<file path="config.mk">
export PLATFORM = sky130hd
export DESIGN_NAME = mix_col_enc_seq
export DESIGN_NICKNAME = d
export VERILOG_FILES = /design/src/rtl/mix_col_enc_seq.sv
export SDC_FILE = /design/constraint.sdc
export NUM_CORES = 1
export LEC_CHECK = 0
export ABC_CLOCK_PERIOD_IN_PS = 3800
export CAP_MARGIN = 20
export CORE_ASPECT_RATIO = 1.5
export CORE_MARGIN = 5
export CORE_UTILIZATION = 45
export DETAILED_ROUTE_END_ITERATION = 10
export GPL_ROUTABILITY_DRIVEN = 0
export PLACE_DENSITY = 0.78
export REMOVE_ABC_BUFFERS = 1
export SYNTH_ARGS = -nofsm -noshare
export SYNTH_HDL_FRONTEND = slang
export SYNTH_SLANG_ARGS = --single-unit
</file>
<file path="constraint.sdc">
create_clock -name clk -period 3.8 [get_ports clk]
set_input_delay 0.76 -clock clk [delete_from_list [all_inputs] [get_ports clk]]
set_output_delay 0.76 -clock clk [all_outputs]
set_load 0.03 [all_outputs]
</file>
<file path="src/rtl/mix_col_enc_seq.sv">
// Sequential forward AES MixColumns engine (encryption side).
// Accepts a 128-bit state and round number, transforms one 32-bit column per clock
// and hands back the result. Rounds 0 and 10 pass through untransformed.
//
// Ports:
//   clk        clock, rising edge
//   rst_n      asynchronous active-low reset
//   in_valid   input state/round valid
//   in_ready   block idle and able to accept
//   state_in   input state, column c = state_in[127-32c -: 32], byte 0 of a column in [31:24]
//   round_in   AES round number for this state
//   out_valid  result valid
//   out_ready  downstream accepts result
//   state_out  result state, same byte order as state_in
//   round_out  round number captured with the state
module mix_col_enc_seq (
  input  logic         clk,
  input  logic         rst_n,
  input  logic         in_valid,
  output logic         in_ready,
  input  logic [127:0] state_in,
  input  logic [3:0]   round_in,
  output logic         out_valid,
  input  logic         out_ready,
  output logic [127:0] state_out,
  output logic [3:0]   round_out
);

  localparam logic [1:0] StIdle = 2'd0;
  localparam logic [1:0] StBusy = 2'd1;
  localparam logic [1:0] StDone = 2'd2;

  logic [1:0]   fsm_q, fsm_d;
  logic [1:0]   col_q, col_d;
  logic [127:0] st_q, st_d;
  logic [3:0]   round_q, round_d;
  logic [31:0]  col_in, col_out;

  // Multiply by x in GF(2^8) modulo x^8+x^4+x^3+x+1.
  function automatic logic [7:0] xtime(input logic [7:0] x);
    return {x[6:0], 1'b0} ^ (x[7] ? 8'h1b : 8'h00);
  endfunction

  function automatic logic [31:0] mix_col(input logic [31:0] c);
    logic [7:0] a0, a1, a2, a3;
    logic [7:0] b0, b1, b2, b3;
    a0 = c[31:24];
    a1 = c[23:16];
    a2 = c[15:8];
    a3 = c[7:0];
    // 3x is computed as 2x ^ x.
    b0 = xtime(a0) ^ (xtime(a1) ^ a1) ^ a2 ^ a3;
    b1 = a0 ^ xtime(a1) ^ (xtime(a2) ^ a2) ^ a3;
    b2 = a0 ^ a1 ^ xtime(a2) ^ (xtime(a3) ^ a3);
    b3 = (xtime(a0) ^ a0) ^ a1 ^ a2 ^ xtime(a3);
    return {b0, b1, b2, b3};
  endfunction

  always_comb begin
    col_in = 32'h0;
    unique case (col_q)
      2'd0: col_in = st_q[127:96];
      2'd1: col_in = st_q[95:64];
      2'd2: col_in = st_q[63:32];
      2'd3: col_in = st_q[31:0];
    endcase
  end

  assign col_out = mix_col(col_in);

  always_comb begin
    fsm_d   = fsm_q;
    col_d   = col_q;
    st_d    = st_q;
    round_d = round_q;
    case (fsm_q)
      StIdle: begin
        if (in_valid) begin
          st_d    = state_in;
          round_d = round_in;
          col_d   = 2'd0;
          // Only the initial and final rounds skip MixColumns; 11..15 are transformed.
          if (round_in == 4'd0 || round_in == 4'd10) begin
            fsm_d = StDone;
          end else begin
            fsm_d = StBusy;
          end
        end
      end
      StBusy: begin
        unique case (col_q)
          2'd0: st_d[127:96] = col_out;
          2'd1: st_d[95:64]  = col_out;
          2'd2: st_d[63:32]  = col_out;
          2'd3: st_d[31:0]   = col_out;
        endcase
        col_d = col_q + 2'd1;
        if (col_q == 2'd3) begin
          fsm_d = StDone;
        end
      end
      StDone: begin
        if (out_ready) begin
          fsm_d = StIdle;
        end
      end
      default: fsm_d = StIdle;
    endcase
  end

  always_ff @(posedge clk or negedge rst_n) begin
    if (!rst_n) begin
      fsm_q   <= StIdle;
      col_q   <= 2'd0;
      st_q    <= 128'h0;
      round_q <= 4'd0;
    end else begin
      fsm_q   <= fsm_d;
      col_q   <= col_d;
      st_q    <= st_d;
      round_q <= round_d;
    end
  end

  assign in_ready  = (fsm_q == StIdle);
  assign out_valid = (fsm_q == StDone);
  assign state_out = st_q;
  assign round_out = round_q;

endmodule

</file>
[Word level (Yosys, flattened, before mapping)]
Cells that the tools add are included.
Word-level totals
  register bits: 136
  latch bits: 0
  RAM bits: 0
  memory bits (read-only): 0
  input bits: 136
  output and inout bits: 134
  logic and storage cells: 70
  memories: 0
Cells by class
  add/sub/neg operators: 1
  multiply operators: 0
  div/mod/pow operators: 0
  magnitude comparators: 0
  eq/ne operators: 12
  shift operators: 0
  muxes and demuxes: 18
  bitwise logic cells: 20
  reductions and logical operators: 12
Operators by type and width (number)
  $pmux 128 s2: 1
  $mux 128: 1
  $mux 32: 4
  $pmux 32 s4: 1
  $xor 8x8->8: 16
  $xor 8x5->8: 4
  $mux 5: 4
  $reduce_and 3->1: 5
  $mux 2: 5
  $ne 2x1->1 const B: 4
  $eq 2x2->1 const B: 3
  $pmux 2 s3: 1
  $eq 2x1->1 const B: 2
  $eq 4x4->1 const B: 1
  $logic_not 2->1: 2
  $logic_not 4->1: 1
  $ne 2x2->1 const B: 2
  $pmux 2 s2: 1
  $reduce_and 2->1: 2
  $add 2x1->2 const B: 1
  $reduce_bool 2->1: 1
  $logic_or 1x1->1: 1

[Logic depth before layout (Yosys ltp)]
  word-level depth: 10
  mapped depth: 11
  depth with buffers taken out: 8

[Worst setup path after synthesis]
Ideal clock, no wire load.
  path kind: reg2reg
  start point: register col_q[0]
  end point: register st_q[23] (netlist: state_out[23])
  library setup time: 0.126 ns
  data arrival time: 2.573 ns
  slack: 1.101 ns
  stages on the path, launching flop included: 8
  cell sequence: dfrtp_1 -> ha_1 -> buf_6 -> a222oi_1 -> xnor3_1 -> xor2_1 -> mux2_2 -> a221o_1
Between the ends
  cells in the longest elaborated chain, start to end: 8
Ends and longest elaborated chain
  from (decl): line 34  | logic [1:0] col_q, col_d;
  from (signal assigned): line 119  | col_q <= col_d;
  $eq 2x2->1 (tied with other cells): line 61, 91
  $pmux 32 s4: line 61  | unique case (col_q)
  $xor 8x5->8: line 41  | return {x[6:0], 1'b0} ^ (x[7] ? 8'h1b : 8'h00);
  $xor 8x8->8 (3 in series): line 53  | b1 = a0 ^ xtime(a1) ^ (xtime(a2) ^ a2) ^ a3;
  $mux 32: line 91  | unique case (col_q)
  $pmux 128 s2: line 76  | case (fsm_q)
  to (signal assigned): line 120  | st_q <= st_d;
  to (decl): line 35  | logic [127:0] st_q, st_d;
Several ways; a longest one is shown, not always the timed one. The select of a mux whose other input is x is not followed.
A chain may end at the register's enable or synchronous reset.

[Worst setup path after layout]
  start point: register col_q[0]
  end point: register st_q[35] (netlist: state_out[35])
Between the ends
  cells in the longest elaborated chain, start to end: 10
Ends and longest elaborated chain
  $eq 2x2->1 (tied with other cells): line 61
  $pmux 32 s4: line 61
  $mux 5: line 41
  $xor 8x5->8: line 41
  $xor 8x8->8 (4 in series): line 55  | b3 = (xtime(a0) ^ a0) ^ a1 ^ a2 ^ xtime(a3);
  $mux 32: line 91
  $pmux 128 s2: line 76
Several ways; a longest one is shown, not always the timed one. The select of a mux whose other input is x is not followed.

==> impl_metrics.env <==
export IMPL_nets=1307
export IMPL_worst_ep_arrival_time_ps=3520
export IMPL_drt_initial_drc_count=1175
export IMPL_synth_edf_count=0
export IMPL_fin_tns_setup_ps=0
export IMPL_io_buffer_count=269
export IMPL_avgSynthCellArea_sq_um=9.587
export IMPL_antenna_found_initial=0
export IMPL_rsz0062_at_grt="no"
export IMPL_clock_fmax_ghz=0.3099
export IMPL_first_global_vias=9375
export IMPL_drc=0
export IMPL_setup_viol=0
export IMPL_cts_hold_buffers=0
export IMPL_worstSetupStartpointType="register"
export IMPL_yosysSeqAreaShare_pct=39.31
export IMPL_wl_per_cell_um=24.35
export IMPL_yosysTopAreaCell="dfrtp_1"
export IMPL_routed_via_density=6.243
export IMPL_synth_cell_types=48
export IMPL_synth_top_area_share_pct=39.31
export IMPL_placeableCoreArea_sq_mm=0.01908
export IMPL_grt_max_degree=81
export IMPL_netlist_area_sq_mm=0.008657
export IMPL_dpl_hpwl_um=25070
export IMPL_critPathRequiredTime_ps=4090
export IMPL_synthArstFlopShare_pct=100.0
export IMPL_period_share_pct=84.91
export IMPL_grt_pass1_wl_um=52870
export IMPL_area_delta_synth_final_pct=41.80
export IMPL_drv_slew=0
export IMPL_grt_overflow=0
export IMPL_die_area_sq_mm=0.02217
export IMPL_ys_warn_count=0
export IMPL_initial_core_util_pct=45.36
export IMPL_numCtsBuffers=17
export IMPL_endpoint_kind="register"
export IMPL_post_cts_buffers=0
export IMPL_synthTopCellsByArea="dfrtp_1, xnor2_1, xor2_1"
export IMPL_cts_tree="yes"
export IMPL_cts_root_buf="clkbuf_16"
export IMPL_hp_class="input pin to asynchronous set/reset pin"
export IMPL_status="complete, no violations"
export IMPL_path_max_fanout=13
export IMPL_placementRows=62
export IMPL_postSynthCellCount=903
export IMPL_tightest_slew_ps=1043
export IMPL_fp_dieW_um=123.3
export IMPL_firstDrtPassIters=6
export IMPL_cts_resized=0
export IMPL_vias=8958
export IMPL_htreeDepth=4
export IMPL_die_height_um=179.9
export IMPL_path_class="register to register"
export IMPL_ant_nets=0
export IMPL_drive_above_1_share_pct=8.736
export IMPL_clk_latency_ps=430
export IMPL_clk_pin_slew_ps=60
export IMPL_routed_wirelength_um=34940
export IMPL_pin_count=270
export IMPL_hold_violations=0
export IMPL_skew_ps=8.901
export IMPL_synthFlopType="dfrtp_1"
export IMPL_cts_path_max_buffers=2
export IMPL_slew_headroom_pct=30.44
export IMPL_period_needed_ps=3227
export IMPL_diodes=0
export IMPL_grt_usage_pct=31.06
export IMPL_cap_violations=0
export IMPL_ys_ff_latch=136
export IMPL_clkSinkCount=136
-- flip-flops by register name, indices dropped and copies added, names as in the netlist --
signal	flops
state_out	128
col_q	2
round_out	4
fsm_q	2
-- placed cells by master (no fill, tap or decap), types with 4 or more instances in the layout --
cell type / Yosys / final
nor2_1: 73 / 73
o21ai_0: 10 / 10
inv_1: 4 / 4
nand2_1: 42 / 42
a211oi_1: 4 / 4
dfrtp_1: 136 / 136
o22ai_1: 45 / 45
clkinv_4: 0 / 4
mux2_2: 5 / 5
nand3_1: 9 / 9
xor2_1: 67 / 67
buf_4: 0 / 52
clkdlybuf4s50_1: 0 / 268
clkbuf_16: 0 / 17
xnor2_1: 108 / 108
mux2i_1: 10 / 10
clkinv_2: 0 / 4
and3_1: 38 / 38
o21ai_1: 29 / 29
a222oi_1: 32 / 32
a22o_1: 5 / 5
a21o_1: 6 / 6
nor3b_1: 32 / 32
a21oi_1: 82 / 79
a21oi_2: 1 / 4
a221o_1: 51 / 51
-- kinds of logic after synthesis --
logic type / synth area share (%)
AND/OR/NAND/NOR: 12.05
buffers and inverters: 5.001
AO/OA/AOI/OAI: 22.84
multiplexers: 1.807
adder cells (fa/ha/maj): 0.5781
XOR/XNOR: 18.41
flip-flops: 39.31
-- critical path, stage by stage (launching register included) --
cell and delay [ps]:
dfrtp_1 420, inv_1 90, ha_1 320, buf_4 250
a222oi_1 390, buf_4 250, xnor2_1 270, mux2i_1 290
xnor2_1 220, xnor2_1 430, o22ai_1 160
-- synthesized netlist by cell type (6+ instances only) --
library cell / number
o21ai_0: 10
a222oi_1: 32
and3_1: 38
nand3_1: 9
nor2_1: 73
a21o_1: 6
nand2_1: 42
a221o_1: 51
xor2_1: 67
mux2i_1: 10
dfrtp_1: 136
a21oi_1: 82
o21ai_1: 29
xnor2_1: 108
clkbuf_8: 8
nor3b_1: 32
o22ai_1: 45
clkbuf_1: 55
-- cell type report --
cell class              count  area (sq um)
inverters                   4         15.01
well taps                 256         320.3
flip-flops and latches    136          3403
clock buffers              19         442.9
multi-input cells         686          4837
repair buffers            322          3104
clock inverters            12         152.6
fillers                  1595          6808
-- through the flow --
stage	hold WS (ps)	setup WS, ps	instances	util [%]	area (sq um)
after floorplan	464.4	213.1	826	-	8239
after global routing	426.1	404.5	1435	64.33	12280
after CTS	402.0	573.7	1435	64.33	12280
after detailed placement	494.6	613.5	1404	61.21	11680
final	366.5	573.3	1435	64.33	12280
after global placement	489.4	680.8	1404	61.21	11680
-- worst paths after layout --
path | from | to | slack [ps] | cells after the start
setup / recovery | col_q[0] | state_out[35] | 570 | 10
hold / removal | rst_n | state_out[78] | 370 | 1
setup reg to reg | col_q[0] | state_out[35] | 570 | 10
hold reg to reg | round_out[2] | round_out[2] | 500 | 1
max in group asynchronous | rst_n | state_out[120] | 2560 | 2
min in group clk | round_out[2] | round_out[2] | 500 | 1
-- layer usage --
| metal | share of wire, % | track usage (%) | vias up |
|---|---|---|---|
| met1 | 34 | 36.23 | 4338 |
| li1 | - | - | 3841 |
| met2 | 51 | 52.75 | 625 |
| met4 | 5.8 | 17.61 | 0 |
| met3 | 9.1 | 5.472 | 154 |
| met5 | 0 | 0 | - |
Power is left out: the tool's default activity adds up to more than one toggle a clock period on the data nets, which glitch-free logic cannot reach.
